### src/rtl/imem_program_loader_if.sv
// Byte-stream input and instruction-memory initialize bus of the program loader.
// The slave modport is the loader side. The master modport is the feeder/observer side.
interface imem_program_loader_if;
  logic        load_start;
  logic [7:0]  byte_in;
  logic        byte_valid;
  logic        byte_ready;
  logic        initialize;
  logic [31:0] instruction_initialize_data;
  logic [31:0] instruction_initialize_address;
  logic        cpu_rst_out;
  logic        done;
  logic        error;

  modport slave (
    input  load_start,
    input  byte_in,
    input  byte_valid,
    output byte_ready,
    output initialize,
    output instruction_initialize_data,
    output instruction_initialize_address,
    output cpu_rst_out,
    output done,
    output error
  );

  modport master (
    output load_start,
    output byte_in,
    output byte_valid,
    input  byte_ready,
    input  initialize,
    input  instruction_initialize_data,
    input  instruction_initialize_address,
    input  cpu_rst_out,
    input  done,
    input  error
  );
endinterface

### src/rtl/imem_program_loader.sv
// Instruction-memory program loader.
// It takes a 16-bit big-endian word count and then that many big-endian 32-bit words.
// Each word is written to consecutive instruction addresses starting at BASE_ADDR.
// The CPU is held in reset except after a successful load.
module imem_program_loader #(
  parameter logic [31:0] BASE_ADDR = 32'h0000_0000,
  parameter int          DEPTH     = 64
) (
  input  logic                  clk,
  input  logic                  rst,
  imem_program_loader_if.slave  bus
);

  typedef enum logic [2:0] {
    IDLE,
    LEN_HI,
    LEN_LO,
    WORD,
    WRITE,
    DONE,
    ERROR
  } state_t;

  localparam logic [15:0] DEPTH_W = 16'(DEPTH);

  state_t      state_q, state_d;
  logic [15:0] count_q, count_d;
  logic [1:0]  byte_cnt_q, byte_cnt_d;
  logic [31:0] word_q, word_d;
  logic [31:0] addr_q, addr_d;

  logic        byte_ready_int;
  logic        accept;
  logic [15:0] len_full;

  assign accept   = bus.byte_valid && byte_ready_int;
  assign len_full = {count_q[15:8], bus.byte_in};

  // State and datapath registers; an asynchronous reset abandons any load in progress.
  always_ff @(posedge clk or negedge rst) begin
    if (!rst) begin
      state_q    <= IDLE;
      count_q    <= 16'd0;
      byte_cnt_q <= 2'd0;
      word_q     <= 32'd0;
      addr_q     <= BASE_ADDR;
    end else begin
      state_q    <= state_d;
      count_q    <= count_d;
      byte_cnt_q <= byte_cnt_d;
      word_q     <= word_d;
      addr_q     <= addr_d;
    end
  end

  // Next-state and datapath update: header capture, word assembly, and post-write advance.
  always_comb begin
    state_d    = state_q;
    count_d    = count_q;
    byte_cnt_d = byte_cnt_q;
    word_d     = word_q;
    addr_d     = addr_q;
    case (state_q)
      IDLE, DONE, ERROR: begin
        if (bus.load_start) begin
          state_d = LEN_HI;
          addr_d  = BASE_ADDR;
        end
      end
      LEN_HI: begin
        if (accept) begin
          count_d = {bus.byte_in, count_q[7:0]};
          state_d = LEN_LO;
        end
      end
      LEN_LO: begin
        if (accept) begin
          count_d    = len_full;
          byte_cnt_d = 2'd0;
          if (len_full == 16'd0) begin
            state_d = DONE;
          end else if (len_full > DEPTH_W) begin
            state_d = ERROR;
          end else begin
            state_d = WORD;
          end
        end
      end
      WORD: begin
        if (accept) begin
          word_d     = {word_q[23:0], bus.byte_in};
          byte_cnt_d = byte_cnt_q + 2'd1;
          if (byte_cnt_q == 2'd3) begin
            state_d = WRITE;
          end
        end
      end
      WRITE: begin
        addr_d     = addr_q + 32'd4;
        count_d    = count_q - 16'd1;
        byte_cnt_d = 2'd0;
        state_d    = (count_q == 16'd1) ? DONE : WORD;
      end
      default: begin
        state_d = IDLE;
      end
    endcase
  end

  // Moore outputs decoded from the current state; the CPU runs only in DONE.
  always_comb begin
    byte_ready_int  = 1'b0;
    bus.initialize  = 1'b0;
    bus.cpu_rst_out = 1'b1;
    bus.done        = 1'b0;
    bus.error       = 1'b0;
    case (state_q)
      LEN_HI, LEN_LO, WORD: byte_ready_int = 1'b1;
      WRITE:                bus.initialize = 1'b1;
      DONE: begin
        bus.done        = 1'b1;
        bus.cpu_rst_out = 1'b0;
      end
      ERROR:                bus.error      = 1'b1;
      default:              byte_ready_int = 1'b0;
    endcase
  end

  assign bus.byte_ready                     = byte_ready_int;
  assign bus.instruction_initialize_data    = word_q;
  assign bus.instruction_initialize_address = addr_q;

endmodule

### src/flat_wrapper.sv
// flat-port wrapper written by rule: the top's interface ports become plain ports
module imem_program_loader_flat 
#(
  parameter logic [31:0] BASE_ADDR = 32'h0000_0000,
  parameter int          DEPTH     = 64
)
  (clk, rst, bus_load_start, bus_byte_in, bus_byte_valid, bus_byte_ready, bus_initialize, bus_instruction_initialize_data, bus_instruction_initialize_address, bus_cpu_rst_out, bus_done, bus_error);
  imem_program_loader_if bus_i ();
  input  logic clk;
  input  logic rst;
  input wire logic [$bits(bus_i.load_start)-1:0] bus_load_start;
  input wire logic [$bits(bus_i.byte_in)-1:0] bus_byte_in;
  input wire logic [$bits(bus_i.byte_valid)-1:0] bus_byte_valid;
  output wire logic [$bits(bus_i.byte_ready)-1:0] bus_byte_ready;
  output wire logic [$bits(bus_i.initialize)-1:0] bus_initialize;
  output wire logic [$bits(bus_i.instruction_initialize_data)-1:0] bus_instruction_initialize_data;
  output wire logic [$bits(bus_i.instruction_initialize_address)-1:0] bus_instruction_initialize_address;
  output wire logic [$bits(bus_i.cpu_rst_out)-1:0] bus_cpu_rst_out;
  output wire logic [$bits(bus_i.done)-1:0] bus_done;
  output wire logic [$bits(bus_i.error)-1:0] bus_error;
  assign bus_i.load_start = bus_load_start;
  assign bus_i.byte_in = bus_byte_in;
  assign bus_i.byte_valid = bus_byte_valid;
  assign bus_byte_ready = bus_i.byte_ready;
  assign bus_initialize = bus_i.initialize;
  assign bus_instruction_initialize_data = bus_i.instruction_initialize_data;
  assign bus_instruction_initialize_address = bus_i.instruction_initialize_address;
  assign bus_cpu_rst_out = bus_i.cpu_rst_out;
  assign bus_done = bus_i.done;
  assign bus_error = bus_i.error;
  imem_program_loader #(.BASE_ADDR(BASE_ADDR), .DEPTH(DEPTH)) u_core (.clk(clk), .rst(rst), .bus(bus_i));
endmodule
### config.mk
export PLATFORM = sky130hd
export DESIGN_NAME = imem_program_loader_flat
export DESIGN_NICKNAME = d
export VERILOG_FILES = /design/src/rtl/imem_program_loader_if.sv /design/src/rtl/imem_program_loader.sv /design/src/flat_wrapper.sv
export SDC_FILE = /design/constraint.sdc
export NUM_CORES = 1
export LEC_CHECK = 0
export CAP_MARGIN = 25
export CELL_PAD_IN_SITES_DETAIL_PLACEMENT = 0
export CELL_PAD_IN_SITES_GLOBAL_PLACEMENT = 1
export CORE_MARGIN = 2
export CORE_UTILIZATION = 35
export DETAILED_ROUTE_END_ITERATION = 12
export HOLD_SLACK_MARGIN = 0.1
export PLACE_DENSITY = 0.73
export SLEW_MARGIN = 5
export SYNTH_ARGS = -nofsm -noshare
export SYNTH_HDL_FRONTEND = slang
export SYNTH_SLANG_ARGS = --single-unit
export TNS_END_PERCENT = 100
### constraint.sdc
create_clock -name clk -period 5.1 [get_ports clk]
set_clock_uncertainty 0.2 [all_clocks]
set_input_delay 1.53 -clock clk [delete_from_list [all_inputs] [get_ports clk]]
set_output_delay 1.53 -clock clk [all_outputs]
set_load 0.02 [all_outputs]
* Yosys cells after proc, flatten, opt, wreduce, memory -nomap -nowiden
Cells that the tools add are included.
** Word-level totals
- Register bits :: 85
- Input port bits :: 12
- Word-level logic and storage cells :: 62
** Cells by class
- $add $sub $neg :: 3
- Order comparisons :: 1
- Equal/unequal tests :: 13
- Multiplexer cells :: 22
- Bitwise operators :: 2
- Reduce and logical (&&, ||, !) cells :: 15
** Operator list (number)
- $pmux W32 S2 :: 1
- $pmux W16 S3 :: 1
- $add A32 B3 Y32 const B :: 1
- $mux W32 :: 1
- $mux W3 :: 8
- $eq A16 B1 Y1 const B :: 1
- $gt A16 B7 Y1 const B :: 1
- $logic_not A16 Y1 :: 1
- $mux W16 :: 1
- $sub A16 B1 Y16 const B :: 1
- $pmux W3 S5 :: 1
- $eq A3 B3 Y1 const B :: 3
- $reduce_and A3 Y1 :: 3
- $mux W8 :: 1
- $ne A2 B1 Y1 const B :: 4
- $eq A3 B2 Y1 const B :: 2
- $pmux W2 S3 :: 1
- $reduce_bool A2 Y1 :: 3
- $reduce_or A3 Y1 :: 2
- $mux W1 :: 5
- $reduce_and A5 Y1 :: 1
- $mux W2 :: 2
- $reduce_and A2 Y1 :: 2
- $eq A3 B1 Y1 const B :: 1
- other kinds (7) :: 8

* Depth between registers and ports, before layout
- Depth in word-level cells :: 6
- Gate-level depth with buffers :: 8
- Mapped depth without buffers :: 6

* Least setup slack after synthesis
OpenSTA, ideal clock, no wires.
- Kind :: register to output
- Start :: register u_core.state_q[0]
- End :: output bus_done
- Arrival time :: 1329 ps
- Required time :: 3370 ps
- Path slack :: 2041 ps
- Stages on the path, launching flop included :: 6
- Cells stage by stage :: dfrtp_1 clkbuf_1 buf_2 nor2b_1 nand2_1 inv_1
** Between the ends
- Word-level cells in the longest chain between the ends :: 2
** Ends and longest elaborated chain
- start, declared :: line imem_program_loader.sv:26 : state_t state_q, state_d;
- start signal, assigned :: line imem_program_loader.sv:48 : state_q <= state_d;
- $eq A3 B3 Y1 :: line imem_program_loader.sv:117 : case (state_q)
- $mux W1 :: line imem_program_loader.sv:117
- end, declared :: line flat_wrapper.sv:19 : output wire logic [$bits(bus_i.done)-1:0] bus_done;
No other way between the ends.

* Final worst setup path
- Start :: register u_core.state_q[2]
- End :: output bus_error
** Between the ends
- Word-level cells in the longest chain between the ends :: 2
** Ends and longest elaborated chain
- $eq A3 B3 Y1 :: line imem_program_loader.sv:117
- $mux W1 :: line imem_program_loader.sv:117
- end, declared :: line flat_wrapper.sv:20 : output wire logic [$bits(bus_i.error)-1:0] bus_error;
No other way between the ends.

==> results by group <==
Status
  – Status: finished clean

Clocking
  – Post-CTS Resized: 0
  – CTS H-tree lvls: 3
  – CTS tree: built
  – CTS max path bufs: 2
  – Clock sinks: 83
  – Total CTS buffers: 9
  – Worst-path clk slew: 0.06 ns
  – Hold_buf cts: 0
  – Post-CTS Setup Inserts: 0
  – Root Buffer: clkbuf_16
  – Worst-Skew Late Latency: 0.35 ns

Drt
  – Mean routed wirelength per cell: 16.2 µm
  – Vias: 3729
  – Final WL: 11100 µm
  – Number of DRC markers in iteration 0: 309
  – Detailed-route DRC error count: 0
  – Initial DRT Pass Iterations: 5
  – Post-DRT Antenna Nets: 0
  – Vias/cell: 5.42

Timing
  – Tcrit/Tclk final: 0.781
  – Worst slew margin: 0.355
  – Slew at the pin closest to its max-slew limit: 0.959 ns
  – Setup tns final: 0 ns
  – RSZ-0062 raised after global routing: no
  – Final WS setup: 1.12 ns
  – Min Tclk post-route: 3.98 ns
  – Pins Over Slew Limit: 0
  – Final-report setup violation count: 0
  – Fmax: 0.251 GHz
  – Hold Fails Final Rpt: 0

Global routing
  – First-pass GRT wire length: 18600 µm
  – Pin count of the biggest net entering global routing: 59
  – Antenna violations before repair: 0
  – Total GRT Usage: 0.178
  – Vias in the first global route: 3545
  – GRT overflow: 0

Die
  – Top-level I/O count: 81
  – Die width: 116 µm
  – Total die area: 13400 µm²
  – Core box area: 12100 µm²
  – Starting Density: 0.362
  – Die height: 116 µm
  – Row cnt: 40

Synthesis
  – Post-synthesis cell area: 4380 µm²
  – Ys async rst share: 1.00
  – #FFs+latches synth: 83
  – Top-area cell type share of the netlist area: 0.474
  – Synth area leader: dfrtp_1
  – Synth Flop Type: dfrtp_1
  – Post-Syn Instances: 450
  – Warnings, synthesis: 0
  – Sequential share of the synthesized area: 0.474
  – Post-synth EDFFs: 0
  – Synth cell types: 60
  – Top cells by area in the synthesized netlist: dfrtp_1 47%, mux2_2 8.2%, o21ai_0 6.7%, a21oi_1 3.2%, nand2_1 2.6%
  – Mapped Avg Cell Area: 9.73 µm²

Critical path
  – Crit path launch type: register
  – Req. time, crit path: 3.37 ns
  – Critical path, cell by cell: nor2b_1 -> and2_1 -> clkdlybuf4s50_1
  – CP delay by family, top: flip-flops
  – Worst setup EP type: output pin
  – Worst path max stage delay: 0.72 ns
  – Crit Path Class: reg -> out
  – Crit path buffers/inverters: 1
  – CP max FO: 20
  – Crit-path slowest cell: dfrtp_1
  – Arrival time worst endpoint: 2.25 ns

Cells and area
  – Register area: 2080 µm²
  – P&R area growth vs syn: 26.8%
  – Fillers: 1183
  – Ratio of cells with drive above 1 in the final layout: 0.127
  – # diodes: 0
  – Commonest non-fill, non-tap cell in the layout: dfrtp_1
  – Layout Nets: 531
  – Commonest cells after routing, fill and taps aside: 83 x dfrtp_1, 77 x clkdlybuf4s50_1, 59 x o21ai_0
  – Multi-input combinational cell area: 2110 µm²

Pwr
  – Pint: 1.85 mW
  – Leak Pwr: 2.26 nW
  – Pwr Total: 3.04 mW
  – Clock power share: 0.216
  – Psw: 1.19 mW
  – Switching share of power: 0.391
  – Combinational share of power: 0.425
  – Reg power frac: 0.359
  – IR drop worst, VDD: 0.323 mV
  – Pwr/cell area: 548 nW/µm²

Hold path
  – Worst Hold Class: reg -> reg

Job
  – Max-Cap Viols: 0

Placed design
  – Post-DP HPWL: 7490 µm
  – Port Buffer Count: 78
  – GPL Wtd Cong: 0.801
  – Pre-CTS setup slack: 1.47 ns
[cell type report]
type                            count  share of cell area
Multi-Input combinational cell    327               0.380
Sequential cell                    83               0.374
Timing Repair Buffer               84               0.148
Clock buffer                       10              0.0412
Tap cell                          168              0.0378
Clock inverter                      6              0.0119
Inverter                           10             0.00676
[flip-flops by register name, indices dropped and copies added (netlist names)]
| signal | cells |
|---|---|
| u_core.count_q | 16 |
| u_core.byte_cnt_q | 2 |
| u_core.bus.instruction_initialize_address | 30 |
| u_core.bus.instruction_initialize_data | 32 |
| u_core.state_q | 3 |
[synthesized netlist by cell type (4+ instances only)]
library cell,number
a21oi_1,28
a22oi_1,5
a31oi_1,9
a32oi_1,6
and2_1,4
and3_1,5
buf_2,15
buf_4,4
clkbuf_1,9
dfrtp_1,83
ha_1,4
inv_1,9
mux2_2,32
nand2_1,30
nand3_1,22
nand4_1,12
nor2_1,28
nor2b_1,6
nor3_1,9
o21ai_0,59
o221ai_1,5
o31ai_1,4
or4_1,5
[path summary, 6_finish.rpt]
path / cells after the start / startpoint / to / slack [ns]
setup / recovery: 3 / u_core.state_q[2] / bus_error / 1.12
hold / removal: 1 / u_core.bus.instruction_initialize_data[29] / u_core.bus.instruction_initialize_data[29] / 0.31
setup reg to reg: 6 / u_core.bus.instruction_initialize_address[2] / u_core.bus.instruction_initialize_address[26] / 2.49
min in group asynchronous: 1 / rst / u_core.bus.instruction_initialize_address[2] / 1.05
hold reg to reg: 1 / u_core.bus.instruction_initialize_data[29] / u_core.bus.instruction_initialize_data[29] / 0.31
max in group asynchronous: 2 / rst / u_core.bus.instruction_initialize_address[15] / 2.78
[power by group through the flow]
stage	clock, mW	sequential (mW)	combinational [mW]
6_report	0.656	1.09	1.29
5_1_grt	0.694	1.13	1.42
4_1_cts	0.672	1.09	1.30
3_5_place_dp	0	1.10	1.30
3_3_place_gp	0	1.10	1.28
2_1_floorplan	0	1.18	0.710
[metal layers]
layer  up-vias  part of all wire  track usage
li1       1792                 -            -
met1      1830              0.47        0.239
met2        97              0.47        0.286
met3        10             0.044       0.0392
met4         0             0.014       0.0571
met5         -                 0            0
[through the flow]
step	std cells	area [µm²]	util	hold WS (ns)
CTS	688	5550	0.459	0.312
global placement	672	5260	0.434	0.291
global route	688	5550	0.459	0.328
floorplan	451	4380	-	0.267
finish	688	5550	0.459	0.307
detailed placement	672	5260	0.434	0.298
[cells by family after synthesis]
group,count (synthesis),share of synthesized area
multiplexers,33,0.0846
other,1,0.000856
AND/OR/NAND/NOR,144,0.182
flip-flops,83,0.474
adder cells (fa/ha/maj),5,0.0137
AO/OA/AOI/OAI,139,0.192
XOR/XNOR,4,0.00800
buffers and inverters,41,0.0446
Note: power is estimated with default switching activity, not from simulation.
